[src/rtl/rv_m_pkg.sv]
// Shared definitions for the RV32M multiply/divide unit: funct3 codes,
// FSM state encoding and operand-signedness decode helpers.
package rv_m_pkg;

  localparam int XLEN = 32;

  localparam logic [2:0] F3_MUL    = 3'b000;
  localparam logic [2:0] F3_MULH   = 3'b001;
  localparam logic [2:0] F3_MULHSU = 3'b010;
  localparam logic [2:0] F3_MULHU  = 3'b011;
  localparam logic [2:0] F3_DIV    = 3'b100;
  localparam logic [2:0] F3_DIVU   = 3'b101;
  localparam logic [2:0] F3_REM    = 3'b110;
  localparam logic [2:0] F3_REMU   = 3'b111;

  typedef enum logic [1:0] {
    ST_IDLE = 2'd0,
    ST_CALC = 2'd1,
    ST_FIX  = 2'd2,
    ST_DONE = 2'd3
  } md_state_t;

  function automatic logic rs1_is_signed(input logic [2:0] f3);
    return (f3 == F3_MULH) || (f3 == F3_MULHSU) || (f3 == F3_DIV) || (f3 == F3_REM);
  endfunction

  function automatic logic rs2_is_signed(input logic [2:0] f3);
    return (f3 == F3_MULH) || (f3 == F3_DIV) || (f3 == F3_REM);
  endfunction

endpackage

[src/rtl/muldiv_unit_if.sv]
// Issue/writeback bundle between the core (master) and the multiply/divide
// unit (slave): operands and destination in, register-file write port out.
interface muldiv_unit_if #(
  parameter int WIDTH = 32
);
  logic             start;
  logic [2:0]       funct3;
  logic [WIDTH-1:0] rs1_val;
  logic [WIDTH-1:0] rs2_val;
  logic [4:0]       rd_addr;
  logic             busy;
  logic             done;
  logic             we;
  logic [4:0]       wa;
  logic [WIDTH-1:0] wd;

  modport master (
    output start, funct3, rs1_val, rs2_val, rd_addr,
    input  busy, done, we, wa, wd
  );

  modport slave (
    input  start, funct3, rs1_val, rs2_val, rd_addr,
    output busy, done, we, wa, wd
  );
endinterface

[src/rtl/muldiv_unit.sv]
// Iterative RV32M unit: one shared 2*WIDTH+1 accumulator does shift-add
// multiply or restoring divide on magnitudes, then a single fixup cycle.
module muldiv_unit
  import rv_m_pkg::*;
#(
  parameter int WIDTH = XLEN
) (
  input logic            clk,
  input logic            rst,
  muldiv_unit_if.slave   bus
);

  localparam int CW = $clog2(WIDTH) + 1;

  md_state_t        state_reg, state_next;
  logic [CW-1:0]    count_reg;
  logic [2:0]       f3_reg;
  logic [4:0]       rd_reg;
  logic [WIDTH-1:0] mag_a_reg, mag_b_reg;
  logic             neg_a_reg, neg_b_reg, div_zero_reg;
  logic [2*WIDTH:0] acc_reg, acc_next;
  logic [WIDTH-1:0] wd_reg;

  logic             a_neg, b_neg;
  logic [WIDTH-1:0] a_mag, b_mag;

  logic [WIDTH:0]   mul_sum;
  logic [2*WIDTH:0] mul_next, div_shift, div_next;
  logic [WIDTH:0]   div_trial;

  logic [2*WIDTH-1:0] prod_fix;
  logic [WIDTH-1:0]   quot_fix, rem_fix, result;

  // Magnitudes are taken at issue so the iteration is purely unsigned.
  assign a_neg = rs1_is_signed(bus.funct3) & bus.rs1_val[WIDTH-1];
  assign b_neg = rs2_is_signed(bus.funct3) & bus.rs2_val[WIDTH-1];
  assign a_mag = a_neg ? -bus.rs1_val : bus.rs1_val;
  assign b_mag = b_neg ? -bus.rs2_val : bus.rs2_val;

  always_comb begin
    mul_sum   = acc_reg[2*WIDTH:WIDTH] + {1'b0, (acc_reg[0] ? mag_a_reg : {WIDTH{1'b0}})};
    mul_next  = {1'b0, mul_sum, acc_reg[WIDTH-1:1]};
    div_shift = {acc_reg[2*WIDTH-1:0], 1'b0};
    div_trial = div_shift[2*WIDTH:WIDTH] - {1'b0, mag_b_reg};
    div_next  = div_trial[WIDTH] ? div_shift : {div_trial, div_shift[WIDTH-1:1], 1'b1};
    acc_next  = f3_reg[2] ? div_next : mul_next;
  end

  // A zero divisor leaves the remainder equal to the dividend magnitude, so only
  // the quotient needs overriding; signed overflow falls out of the magnitude path.
  always_comb begin
    prod_fix = (neg_a_reg ^ neg_b_reg) ? -acc_reg[2*WIDTH-1:0] : acc_reg[2*WIDTH-1:0];
    quot_fix = div_zero_reg ? {WIDTH{1'b1}}
             : ((neg_a_reg ^ neg_b_reg) ? -acc_reg[WIDTH-1:0] : acc_reg[WIDTH-1:0]);
    rem_fix  = neg_a_reg ? -acc_reg[2*WIDTH-1:WIDTH] : acc_reg[2*WIDTH-1:WIDTH];
    case (f3_reg)
      F3_MUL:                       result = prod_fix[WIDTH-1:0];
      F3_MULH, F3_MULHSU, F3_MULHU: result = prod_fix[2*WIDTH-1:WIDTH];
      F3_DIV, F3_DIVU:              result = quot_fix;
      default:                      result = rem_fix;
    endcase
  end

  always_ff @(posedge clk or posedge rst) begin
    if (rst) begin
      state_reg <= ST_IDLE;
    end else begin
      state_reg <= state_next;
    end
  end

  always_comb begin
    state_next = state_reg;
    bus.busy   = 1'b1;
    bus.done   = 1'b0;
    case (state_reg)
      ST_IDLE: begin
        bus.busy = 1'b0;
        if (bus.start) begin
          state_next = ST_CALC;
        end
      end
      ST_CALC: begin
        if (count_reg == CW'(WIDTH - 1)) begin
          state_next = ST_FIX;
        end
      end
      ST_FIX: begin
        state_next = ST_DONE;
      end
      ST_DONE: begin
        bus.done   = 1'b1;
        state_next = ST_IDLE;
      end
      default: begin
        state_next = ST_IDLE;
      end
    endcase
  end

  always_ff @(posedge clk or posedge rst) begin
    if (rst) begin
      count_reg    <= '0;
      f3_reg       <= '0;
      rd_reg       <= '0;
      mag_a_reg    <= '0;
      mag_b_reg    <= '0;
      neg_a_reg    <= 1'b0;
      neg_b_reg    <= 1'b0;
      div_zero_reg <= 1'b0;
      acc_reg      <= '0;
      wd_reg       <= '0;
    end else begin
      case (state_reg)
        ST_IDLE: begin
          if (bus.start) begin
            f3_reg       <= bus.funct3;
            rd_reg       <= bus.rd_addr;
            mag_a_reg    <= a_mag;
            mag_b_reg    <= b_mag;
            neg_a_reg    <= a_neg;
            neg_b_reg    <= b_neg;
            div_zero_reg <= (bus.rs2_val == '0);
            count_reg    <= '0;
            // Divide shifts the dividend out of the low half; multiply shifts the multiplier.
            acc_reg      <= {{(WIDTH+1){1'b0}}, (bus.funct3[2] ? a_mag : b_mag)};
          end
        end
        ST_CALC: begin
          acc_reg   <= acc_next;
          count_reg <= count_reg + CW'(1);
        end
        ST_FIX: begin
          wd_reg <= result;
        end
        default: ;
      endcase
    end
  end

  assign bus.we = bus.done & (rd_reg != 5'd0);
  assign bus.wa = rd_reg;
  assign bus.wd = wd_reg;

endmodule

[src/flat_wrapper.sv]
// flat-port wrapper written by rule: the top's interface ports become plain ports
module muldiv_unit_flat import rv_m_pkg::*;
#(
  parameter int WIDTH = XLEN
)
  (clk, rst, bus_start, bus_funct3, bus_rs1_val, bus_rs2_val, bus_rd_addr, bus_busy, bus_done, bus_we, bus_wa, bus_wd);
  muldiv_unit_if #(.WIDTH(WIDTH)) bus_i ();
  input logic clk;
  input logic rst;
  input wire logic [$bits(bus_i.start)-1:0] bus_start;
  input wire logic [$bits(bus_i.funct3)-1:0] bus_funct3;
  input wire logic [$bits(bus_i.rs1_val)-1:0] bus_rs1_val;
  input wire logic [$bits(bus_i.rs2_val)-1:0] bus_rs2_val;
  input wire logic [$bits(bus_i.rd_addr)-1:0] bus_rd_addr;
  output wire logic [$bits(bus_i.busy)-1:0] bus_busy;
  output wire logic [$bits(bus_i.done)-1:0] bus_done;
  output wire logic [$bits(bus_i.we)-1:0] bus_we;
  output wire logic [$bits(bus_i.wa)-1:0] bus_wa;
  output wire logic [$bits(bus_i.wd)-1:0] bus_wd;
  assign bus_i.start = bus_start;
  assign bus_i.funct3 = bus_funct3;
  assign bus_i.rs1_val = bus_rs1_val;
  assign bus_i.rs2_val = bus_rs2_val;
  assign bus_i.rd_addr = bus_rd_addr;
  assign bus_busy = bus_i.busy;
  assign bus_done = bus_i.done;
  assign bus_we = bus_i.we;
  assign bus_wa = bus_i.wa;
  assign bus_wd = bus_i.wd;
  muldiv_unit #(.WIDTH(WIDTH)) u_core (.clk(clk), .rst(rst), .bus(bus_i));
endmodule
[config.mk]
export PLATFORM = sky130hd
export DESIGN_NAME = muldiv_unit_flat
export DESIGN_NICKNAME = d
export VERILOG_FILES = /design/src/rtl/rv_m_pkg.sv /design/src/rtl/muldiv_unit_if.sv /design/src/rtl/muldiv_unit.sv /design/src/flat_wrapper.sv
export SDC_FILE = /design/constraint.sdc
export NUM_CORES = 1
export LEC_CHECK = 0
export CAP_MARGIN = 0
export CORE_MARGIN = 2
export CORE_UTILIZATION = 50
export CTS_CLUSTER_DIAMETER = 50
export DETAILED_ROUTE_END_ITERATION = 8
export HOLD_SLACK_MARGIN = 0.02
export PLACE_DENSITY = 0.73
export SLEW_MARGIN = 5
export SYNTH_ARGS = -nofsm -noshare
export SYNTH_HDL_FRONTEND = slang
export SYNTH_SLANG_ARGS = --single-unit
[constraint.sdc]
create_clock -name clk -period 6.4 [get_ports clk]
set_input_delay 1.28 -clock clk [delete_from_list [all_inputs] [get_ports clk]]
set_output_delay 1.28 -clock clk [all_outputs]
set_load 0.01 [all_outputs]
==> summary.txt, run 1 <==
Clock tree
  – Clock tree from TritonCTS: yes
  – Clock sink count: 180
  – CTS Buffer Depth: 2
  – Worst-path clk slew: 80 ps
  – Hold_buf cts: 0
  – Num CTS Buffers: 17
  – Post-cts resize count: 0
  – H-Tree Depth: 4
  – Clock root cell: clkbuf_16
  – Post-CTS Setup Inserts: 0
  – Worst-skew pair later-pin latency: 470 ps

Synth
  – Syn Area/Cell: slightly above 8 µm²
  – Yosys reg bits: 180
  – Mapped Area: roughly 15,000 µm²
  – Syn Nets: between 2,000 and 2,500
  – Sequential cell area fraction in the yosys report: between 20 and 30%
  – Post-synthesis adder-cell area fraction: roughly 6.3%
  – Ys flop type: dfrtp_1
  – Area share of and/or/nand/nor cells after synthesis: between 10% and 20%
  – XOR/XNOR share of the synthesized area: around 11%
  – Async SR Flop Fraction: 100%
  – Synth cell types: 74
  – EDFF count, synth: 0
  – Largest family of logic cells by synthesized area: compound AO/OA/AOI/OAI gates
  – Synth Instances: 1,890
  – Compound-Gate Fraction of Synth Area: a little under a quarter
  – Post-synthesis mux area share: just under 6%
  – YS warnings: 0

Place
  – DP Wirelength: between 40,000 and 50,000 µm
  – Placer Congestion: about 1.0
  – Dpl cells: ~2,300
  – IO buf count: 114
  – Placed Area: about 17,000 µm²

Timing
  – Clk_skew: between 20 and 25 ps
  – Final Hold Fails: 0
  – RSZ-0062 raised after global routing: no
  – Setup TNS: 0 ps
  – Final min period: around 4600 ps
  – Rel. slew slack: a little over a fifth
  – Peak Freq: approximately 220 MHz
  – Slew Viols, Final: 0
  – Worst-Margin Slew: 1170 ps
  – Period utilisation layout: between 70% and 80%
  – Final setup viols: 0

Route
  – Vias per cell: between 6 and 7
  – DR WL/cell: around 24 µm
  – ANT nets after route: 0
  – DRC: 0
  – Total Wirelength: 55,200 µm
  – Initial DRC Count: approximately 1,600
  – Drt first pass iters: 7
  – DR vias: around 15,000

Layout
  – ANT cells: 0
  – Final Cell Area: 17,300 µm²
  – Fillers: 2,701
  – Max reg flops: 65
  – Share of layout cells above drive strength 1: around 6.2%
  – Fin nets: between 2,000 and 2,500
  – Area grow syn2layout: 13.4%
  – Fin cells: 2,324

Power and ir drop
  – Switch share: between 50% and 60%
  – Logic pwr share: 64.3%
  – Reg power frac: between 20% and 30%
  – P_leak: about 0.0073 µW
  – Tot Pwr: between 9000 and 10,000 µW
  – Internal Power: about 4700 µW
  – P_sw: approximately 5200 µW
  – VDD IR max: around 0.00039 V
  – Clock share of power: a little under an eighth
  – P per Cell Area: approximately 570 nW/µm²

Floorplanning
  – Starting Density: about 51%
  – IO Count: around 120
  – Total die area: 31,900 µm²
  – Core box area: roughly 30,000 µm²
  – Die Wd: approximately 180 µm
  – DIE HEIGHT: about 180 µm
  – FP Rows: 63

Global routing
  – GRT Util Overall: about a third
  – Vias in the first global route: 14,000
  – Grt ovf: 0
  – Wire length of the first global-routing pass: between 80,000 and 90,000 µm
  – Largest net degree at the start of global routing: roughly 110
  – Initial antenna violation count: 0

Min path
  – Worst Hold Class: flop to flop
  – Worst hold stages: 2

Critical path
  – Crit path required time: 6720 ps
  – CP Launch Type: flop
  – CP endpoint kind: flop
  – CP Max Fanout: 20
  – Crit Path Category: flop to flop
  – R2R cell count: 16
  – WP data arrival: around 4900 ps

Status
  – Outcome: complete, no violations

Flow run
  – Max Cap Viol: 0
==> power groups by stage <==
stage          logic (µW)  clock network [µW]  registers, µW
2_1_floorplan        4360                   0           2020
3_3_place_gp         6060                   0           2290
3_5_place_dp         6120                   0           2320
4_1_cts              6170                1190           2300
5_1_grt              6860                1240           2380
6_report             6340                1190           2330
==> routing by layer <==
| layer | global-route usage [%] | wire (µm) |
|---|---|---|
| met5 | 0 | 0 |
| met4 | 12.3 | 2010 |
| met3 | 9.10 | 5900 |
| met2 | 53.5 | 24000 |
| met1 | 48.1 | 23300 |
==> worst paths after layout <==
| check | start | endpoint | slack (ps) |
|---|---|---|---|
| worst max-delay path | u_core.acc_reg[37]$_DFFE_PP0P_ | u_core.acc_reg[40]$_DFFE_PP0P_ | 1850 |
| worst min-delay path | u_core.mag_a_reg[10]$_DFFE_PP0P_ | u_core.mag_a_reg[10]$_DFFE_PP0P_ | 480 |
| worst max register to register | u_core.acc_reg[37]$_DFFE_PP0P_ | u_core.acc_reg[40]$_DFFE_PP0P_ | 1850 |
| worst min register to register | u_core.mag_a_reg[10]$_DFFE_PP0P_ | u_core.mag_a_reg[10]$_DFFE_PP0P_ | 480 |
| max in group asynchronous | rst | u_core.bus.wa[3]$_DFFE_PP0P_ | 3850 |
| min in group asynchronous | rst | u_core.mag_a_reg[14]$_DFFE_PP0P_ | 1370 |
==> final cells by class <==
class | count | area (µm²) | share of cell area [%]
clock buffer | 17 | 425 | 2.46
clock inverter | 15 | 235 | 1.36
inverter | 68 | 260 | 1.51
multi-input combinational | 1515 | 10000 | 58.1
sequential | 180 | 4510 | 26.1
tap | 390 | 488 | 2.83
timing repair buffer | 139 | 1320 | 7.67
==> cell usage after synthesis (all sizes together), types with 18 or more instances <==
cell type	n	area (µm²)
mux2i	51	510
o31ai	30	230
xnor2	90	788
dfrtp	180	4500
a21o	19	143
nand2b	31	194
inv	68	255
o21ai	189	946
mux2	33	372
nor3	29	173
nand2	192	723
clkbuf	110	413
xor2	109	955
and2	37	231
nand3	26	130
nor2b	18	113
nor4	20	144
a221oi	23	201
ha	74	926
a21oi	173	870
nor2	147	552
or4	20	161
==> cell usage in the layout (no fill, tap or decap), types with 10 or more instances in the layout <==
cell type / count
a31oi_1: 15
dfrtp_1: 179
o221ai_1: 13
nor4_1: 17
inv_1: 65
nand2_1: 190
a21oi_1: 172
xnor2_1: 89
mux2_2: 33
nand4_1: 15
ha_1: 74
or4_1: 17
buf_4: 25
o31ai_1: 29
o22ai_1: 14
nand3_1: 26
nor3_1: 26
o41ai_1: 16
and2_1: 37
nor2_1: 147
mux2i_1: 51
clkdlybuf4s50_1: 113
or3_1: 14
nand2b_1: 31
clkbuf_16: 17
a221o_1: 10
a221oi_1: 23
a21o_1: 19
xor2_1: 108
nor2b_1: 18
o21ai_0: 183
==> cell families (layout without fill, tap and decap cells) <==
kind of cell | count (synthesis) | in the layout
xor gates and xnor gates | 199 | 199
AOI/OAI and AO/OA | 586 | 586
buffers and inverters | 195 | 239
and+or+nand+nor | 570 | 570
muxes | 84 | 84
DFF | 180 | 180
adders and majority gates | 76 | 76
==> metrics by stage <==
step	setup WS [ps]	hold slack (ps)	util [%]
after CTS	1940	480	57.9
after global routing	1570	491	57.9
after global placement	1940	454	55.7
after detailed placement	1910	463	55.7
after floorplan	233	442	-
final	1850	479	57.9
==> worst max-delay path, stage by stage, from the launching register on <==
cell	delay, ps
dfrtp_1	640
ha_1	380
o21a_1	200
o211ai_1	230
a211oi_1	120
o31ai_1	330
a21oi_1	170
a21o_1	240
a211o_1	310
nand3_1	80
nand2_1	50
ha_1	600
buf_4	390
mux2_2	370
nand2_1	70
o31a_1	140
o22ai_1	60
Power figures use the tool's default switching activity.
==> inputs of run 2 (changes only) <==
Clock period 6.4 ns to 3.7 ns, I/O delays scaled along.
==> summary.txt, run 2 (same netlist as run 1, synthesis figures left out) <==
Status
  – Outcome: complete, no violations

Clock tree
  – Worst-path clk slew: 90 ps (about the same)
  – Num CTS Buffers: 17 (unchanged)
  – Clock root cell: clkbuf_16
  – Hold_buf cts: 0 (unchanged)
  – CTS Buffer Depth: 2 (unchanged)
  – H-Tree Depth: 4 (unchanged)
  – Clock tree from TritonCTS: yes
  – Worst-skew pair later-pin latency: 480 ps (about the same)
  – Clock sink count: 180 (unchanged)

Timing
  – Final hold slack: 478 ps (-1.20 ps)
  – Final min period: 3670 ps (-877 ps)
  – Worst-Margin Slew: 1070 ps (-93.6 ps)
  – Rel. slew slack: 27.6% (+5.8 points)
  – Final Hold Fails: 0 (unchanged)
  – Slew Viols, Final: 0 (unchanged)
  – RSZ-0062 raised after global routing: yes
  – Peak Freq: 272 MHz (+24%)
  – Final setup viols: 0 (unchanged)
  – Period utilisation layout: 99.3% (+28 points)
  – Clk_skew: 28.6 ps (+7.04 ps)

Critical path
  – Critical path, cell by cell: ha_4 > fa_2 > nand2b_4 > a21o_1 > a211oi_2 > buf_4 > o31ai_4 > a21oi_2 > a21o_1 > a211o_1 > nand3_2 > nand2_2 > ha_4 > nand3_2 > o21ai_2 > a21oi_1 > o221ai_1 > o31a_1 > a41oi_2
  – CP Launch Type: flop
  – CP max-delay cell: dfrtp_1
  – Crit Path Category: flop to flop
  – WP data arrival: 4080 ps (-790 ps)
  – R2R cell count: 19 (+3)
  – Slowest stage delay, CP: 430 ps (-210 ps)
  – CP Max Fanout: 7 (-65%)
  – CP endpoint kind: flop
  – Crit path required time: 4100 ps (-2620 ps)

Floorplanning
  – FP Rows: 63 (unchanged)
  – Core box area: 29,800 µm² (unchanged)
  – Die Wd: 178 µm (unchanged)
  – IO Count: 115 (unchanged)
  – Starting Density: 51.1% (unchanged)
  – Total die area: 31,900 µm² (unchanged)
  – DIE HEIGHT: 178 µm (unchanged)

Layout
  – Share of layout cells above drive strength 1: 14.3% (+8.0 points)
  – Area grow syn2layout: 21.9%
  – Core Util, Final: 62.3% (+4.4 points)
  – Fin nets: 2,229 (+7.6%)
  – Most frequent cells in the layout: nand2_1, o21ai_0, dfrtp_1, buf_4, a21oi_1
  – Max reg flops: 65 (unchanged)
  – Final Cell Area: 18,600 µm² (+7.5%)
  – Commonest non-fill, non-tap cell in the layout: nand2_1
  – ANT cells: 0 (unchanged)

Power and ir drop
  – P per Cell Area: 959 nW/µm² (+68%)
  – P_leak: 0.00804 µW (+11%)
  – Tot Pwr: 17,800 µW (+81%)
  – VDD IR max: 0.000686 V (+78%)

Place
  – IO buf count: 114 (unchanged)
  – DP Wirelength: 42,400 µm (+1.3%)
  – Placed Area: 17,800 µm² (+7.2%)
  – Placer Congestion: 1.01 (+1.1%)

Route
  – ANT nets after route: 0 (unchanged)
  – DRC: 0 (unchanged)
  – Initial DRC Count: 2,117 (+29%)
  – DR vias: 15,400 (+2.4%)
  – DR WL/cell: 22.1 µm (-7.1%)
  – Vias per cell: 6.22 (-4.1%)
  – Total Wirelength: 54,700 µm (-0.84%)
  – Drt first pass iters: 6 (-1)

Global routing
  – GRT Util Overall: 34.3% (-0.74 points)
  – Largest net degree at the start of global routing: 107 (-1.8%)
  – Grt ovf: 0 (unchanged)
  – Initial antenna violation count: 1 (+1)
  – Wire length of the first global-routing pass: 82,700 µm (-1.7%)
  – Vias in the first global route: 14,300 (+1.8%)

Flow run
  – Max Cap Viol: 0 (unchanged)

Min path
  – Worst hold stages: 2 (unchanged)
  – Worst Hold Class: flop to flop
run 2: cell types whose count changed in the layout (fill, tap and decap cells not counted), moves of 3 or more:
cell / before / now
buf_12: 0 / 4
clkinv_8: 5 / 2
nand3_2: 0 / 3
inv_12: 5 / 2
buf_4: 25 / 176
nand3_1: 26 / 23
o21ai_0: 183 / 180
run 2: metrics by stage:
step | cells | setup slack (ps) | TNS [ps]
2_1_floorplan | 1890 | 19.7 | 0
3_3_place_gp | 2444 | -272 | -3140
3_5_place_dp | 2444 | -321 | -7180
4_1_cts | 2478 | 2.36 | 0
5_1_grt | 2481 | -80.0 | -215
6_report | 2481 | 25.4 | 0
run 2: final timing paths:
check / from / slack, ps / endpoint
max in group asynchronous: rst / 2380 / u_core.acc_reg[7]$_DFFE_PP0P_
min in group asynchronous: rst / 750 / u_core.acc_reg[47]$_DFFE_PP0P_
setup / recovery: u_core.mag_b_reg[0]$_DFFE_PP0P_ / 30 / u_core.acc_reg[62]$_DFFE_PP0P_
hold / removal: u_core.mag_a_reg[18]$_DFFE_PP0P_ / 480 / u_core.mag_a_reg[18]$_DFFE_PP0P_
setup reg to reg: u_core.mag_b_reg[0]$_DFFE_PP0P_ / 30 / u_core.acc_reg[62]$_DFFE_PP0P_
hold reg to reg: u_core.mag_a_reg[18]$_DFFE_PP0P_ / 480 / u_core.mag_a_reg[18]$_DFFE_PP0P_
run 2: layout make-up:
class	count	area, µm²
tap	390	488
multi-input combinational	1515	10100
sequential	180	4510
fill	2601	11200
inverter	68	259
clock inverter	14	164
timing repair buffer	296	2560
clock buffer	18	439
run 2: critical path: cells and delay by family (launching register included):
kind	cells	cell delay, ps
compound gates	11	1810
fa+ha+maj	3	770
flops	1	430
simple gates	4	420
buf+inv	1	180
run 2: routing by layer:
metal	GRT usage (%)	up-vias	wire, µm
met1	47.4	7364	23300
met4	12.2	0	1960
met5	0	-	0
li1	-	7169	-
met2	54.4	789	24800
met3	5.58	119	4600
run 2: power by group:
part           total [µW]  switching [µW]  internal (µW)
registers            3800             943           2850
logic               12100            6980           5120
clock network        1910             977            938
total               17800            8900           8910
run 2: what timing repair did:
item	in CTS	in global routing
setup buffers	2	3
cloned	0	0
pin swaps	3	13
resized for setup	10	22
endpoints found under the setup margin	32	25
==> inputs of run 3 (changes only) <==
Settings changed: SETUP_SLACK_MARGIN set to 0.02.
==> summary.txt, run 3 (same netlist as run 1, synthesis figures left out) <==
Route
  – ANT nets after route: 0 (unchanged)
  – Total Wirelength: 54,900 µm (+0.31%)
  – DR WL/cell: 22.1 µm (about the same)
  – DRC: 0 (unchanged)
  – Drt first pass iters: 6 (unchanged)
  – Vias per cell: 6.22 (about the same)
  – DR vias: 15,500 (+0.28%)
  – Initial DRC Count: 2,117 (unchanged)

Floorplanning
  – IO Count: 115 (unchanged)
  – Starting Density: 51.1% (unchanged)
  – Die Wd: 178 µm (unchanged)
  – DIE HEIGHT: 178 µm (unchanged)
  – Core box area: 29,800 µm² (unchanged)
  – Total die area: 31,900 µm² (unchanged)
  – FP Rows: 63 (unchanged)

Timing
  – Worst-Margin Slew: 1040 ps (-36.9 ps)
  – Final setup margin: 54.7 ps (+29.3 ps)
  – Period utilisation layout: 98.5% (-0.79 points)
  – Slew Viols, Final: 0 (unchanged)
  – Clk_skew: 25.3 ps (-3.27 ps)
  – Final min period: 3650 ps (-29.3 ps)
  – Peak Freq: 274 MHz (+0.80%)
  – Rel. slew slack: 30.1% (+2.5 points)
  – Final Hold Fails: 0 (unchanged)
  – RSZ-0062 raised after global routing: yes
  – Final setup viols: 0 (unchanged)

Layout
  – Fillers: 2,578 (-0.88%)
  – Max reg flops: 65 (unchanged)
  – Area grow syn2layout: 22.8%
  – ANT cells: 0 (unchanged)
  – Share of layout cells above drive strength 1: 14.8% (+0.52 points)
  – Commonest non-fill, non-tap cell in the layout: nand2_1
  – Most frequent cells in the layout: nand2_1, buf_4, o21ai_0, dfrtp_1, a21oi_1
  – Fin nets: 2,236 (+0.31%)
  – Final Cell Area: 18,700 µm² (+0.67%)

Critical path
  – CP Launch Type: flop
  – Worst R2R End: u_core.acc_reg[36]$_DFFE_PP0P_
  – Crit Path Category: flop to flop
  – WP data arrival: 3980 ps (-100 ps)
  – Crit path required time: 4030 ps (-70 ps)
  – Worst setup path endpoint: u_core.acc_reg[36]$_DFFE_PP0P_
  – CP startpoint: u_core.mag_b_reg[0]$_DFFE_PP0P_
  – CP Max Fanout: 7 (unchanged)
  – R2R setup slack: 50 ps (+30 ps)
  – R2R cell count: 18 (-1)
  – Worst reg2reg startpoint: u_core.mag_b_reg[0]$_DFFE_PP0P_
  – CP endpoint kind: flop

Clock tree
  – Clock sink count: 180 (unchanged)
  – Clock root cell: clkbuf_16
  – Clock tree from TritonCTS: yes
  – Hold_buf cts: 0 (unchanged)
  – Num CTS Buffers: 17 (unchanged)
  – H-Tree Depth: 4 (unchanged)
  – Worst-path clk slew: 80 ps (about the same)
  – CTS Buffer Depth: 2 (unchanged)
  – Worst-skew pair later-pin latency: 470 ps (about the same)

Power and ir drop
  – P_leak: 0.00808 µW (+0.57%)
  – P per Cell Area: 965 nW/µm² (+0.60%)
  – VDD IR max: 0.000687 V (+0.11%)

Flow run
  – Max Cap Viol: 0 (unchanged)

Place
  – Dpl ws: -321 ps (unchanged)
  – Placed Area: 17,800 µm² (unchanged)
  – DP Wirelength: 42,400 µm (unchanged)
  – IO buf count: 114 (unchanged)
  – Placer Congestion: 1.01 (unchanged)

Min path
  – Worst Hold Class: flop to flop
  – Worst hold stages: 2 (unchanged)
  – Hold path start: u_core.mag_a_reg[17]$_DFFE_PP0P_

Status
  – Outcome: complete, no violations

Global routing
  – Vias in the first global route: 14,300 (+0.35%)
  – Grt ovf: 0 (unchanged)
  – Wire length of the first global-routing pass: 82,900 µm (+0.28%)
  – Largest net degree at the start of global routing: 107 (unchanged)
  – Initial antenna violation count: 0 (-1)
  – GRT Util Overall: 34.4% (+0.087 points)
[run 3: cell type report]
class,instances,area [µm²],share of cell area (%)
multi-input combinational,1515,10200,54.5
sequential,180,4510,24.1
timing repair buffer,303,2640,14.1
tap,390,488,2.61
clock buffer,18,439,2.35
inverter,68,259,1.39
clock inverter,14,164,0.877
[run 3: worst min path at each step]
| stage | endpoint | slack (ps) |
|---|---|---|
| finish | u_core.mag_a_reg[17]$_DFFE_PP0P_ | 480 |
| global route | u_core.bus.wd[23]$_DFFE_PP0P_ | 500 |
| CTS | u_core.mag_a_reg[18]$_DFFE_PP0P_ | 480 |
| detailed placement | u_core.mag_a_reg[18]$_DFFE_PP0P_ | 460 |
| global placement | u_core.mag_a_reg[11]$_DFFE_PP0P_ | 450 |
| floorplan | u_core.mag_a_reg[0]$_DFFE_PP0P_ | 440 |
[run 3: repair_timing]
action	CTS	global route
cloned	0	1
setup endpoints to repair	32	27
setup buffers	5	7
gates resized for setup	16	24
pin swaps	10	18
[run 3: critical path, cell delays in order, from the launching register on]
cell,delay (ps)
dfrtp_1,420
ha_4,180
fa_2,340
nand2b_4,160
a21o_4,230
a211oi_4,330
o31ai_4,110
a21oi_2,220
a21o_1,170
a211o_1,160
nand3_2,80
nand2_2,100
ha_4,220
inv_1,160
buf_4,160
nor2_1,40
a211o_1,250
o21ai_0,70
o21ai_0,90
[run 3: where the power goes]
part	switching [µW]	internal, µW	total [µW]
Clock	974	938	1910
Combinational	7050	5270	12300
Sequential	942	2850	3800
[run 3: layer usage]
layer	GRT usage [%]	share of wire, %
met1	47.3	42
met2	54.4	45
met3	5.99	8.8
met4	12.5	4.0
met5	0	0
[run 3: metrics by stage]
step	hold slack [ps]	cells	utilization, %	TNS (ps)	total power (µW)
final	477	2488	62.7	0	18000
after global routing	501	2488	62.7	-173	19100
after CTS	478	2481	62.1	0	17400
after detailed placement	462	2444	59.7	-7180	15300
after global placement	455	2444	59.7	-3140	15100
after floorplan	442	1890	-	0	11100
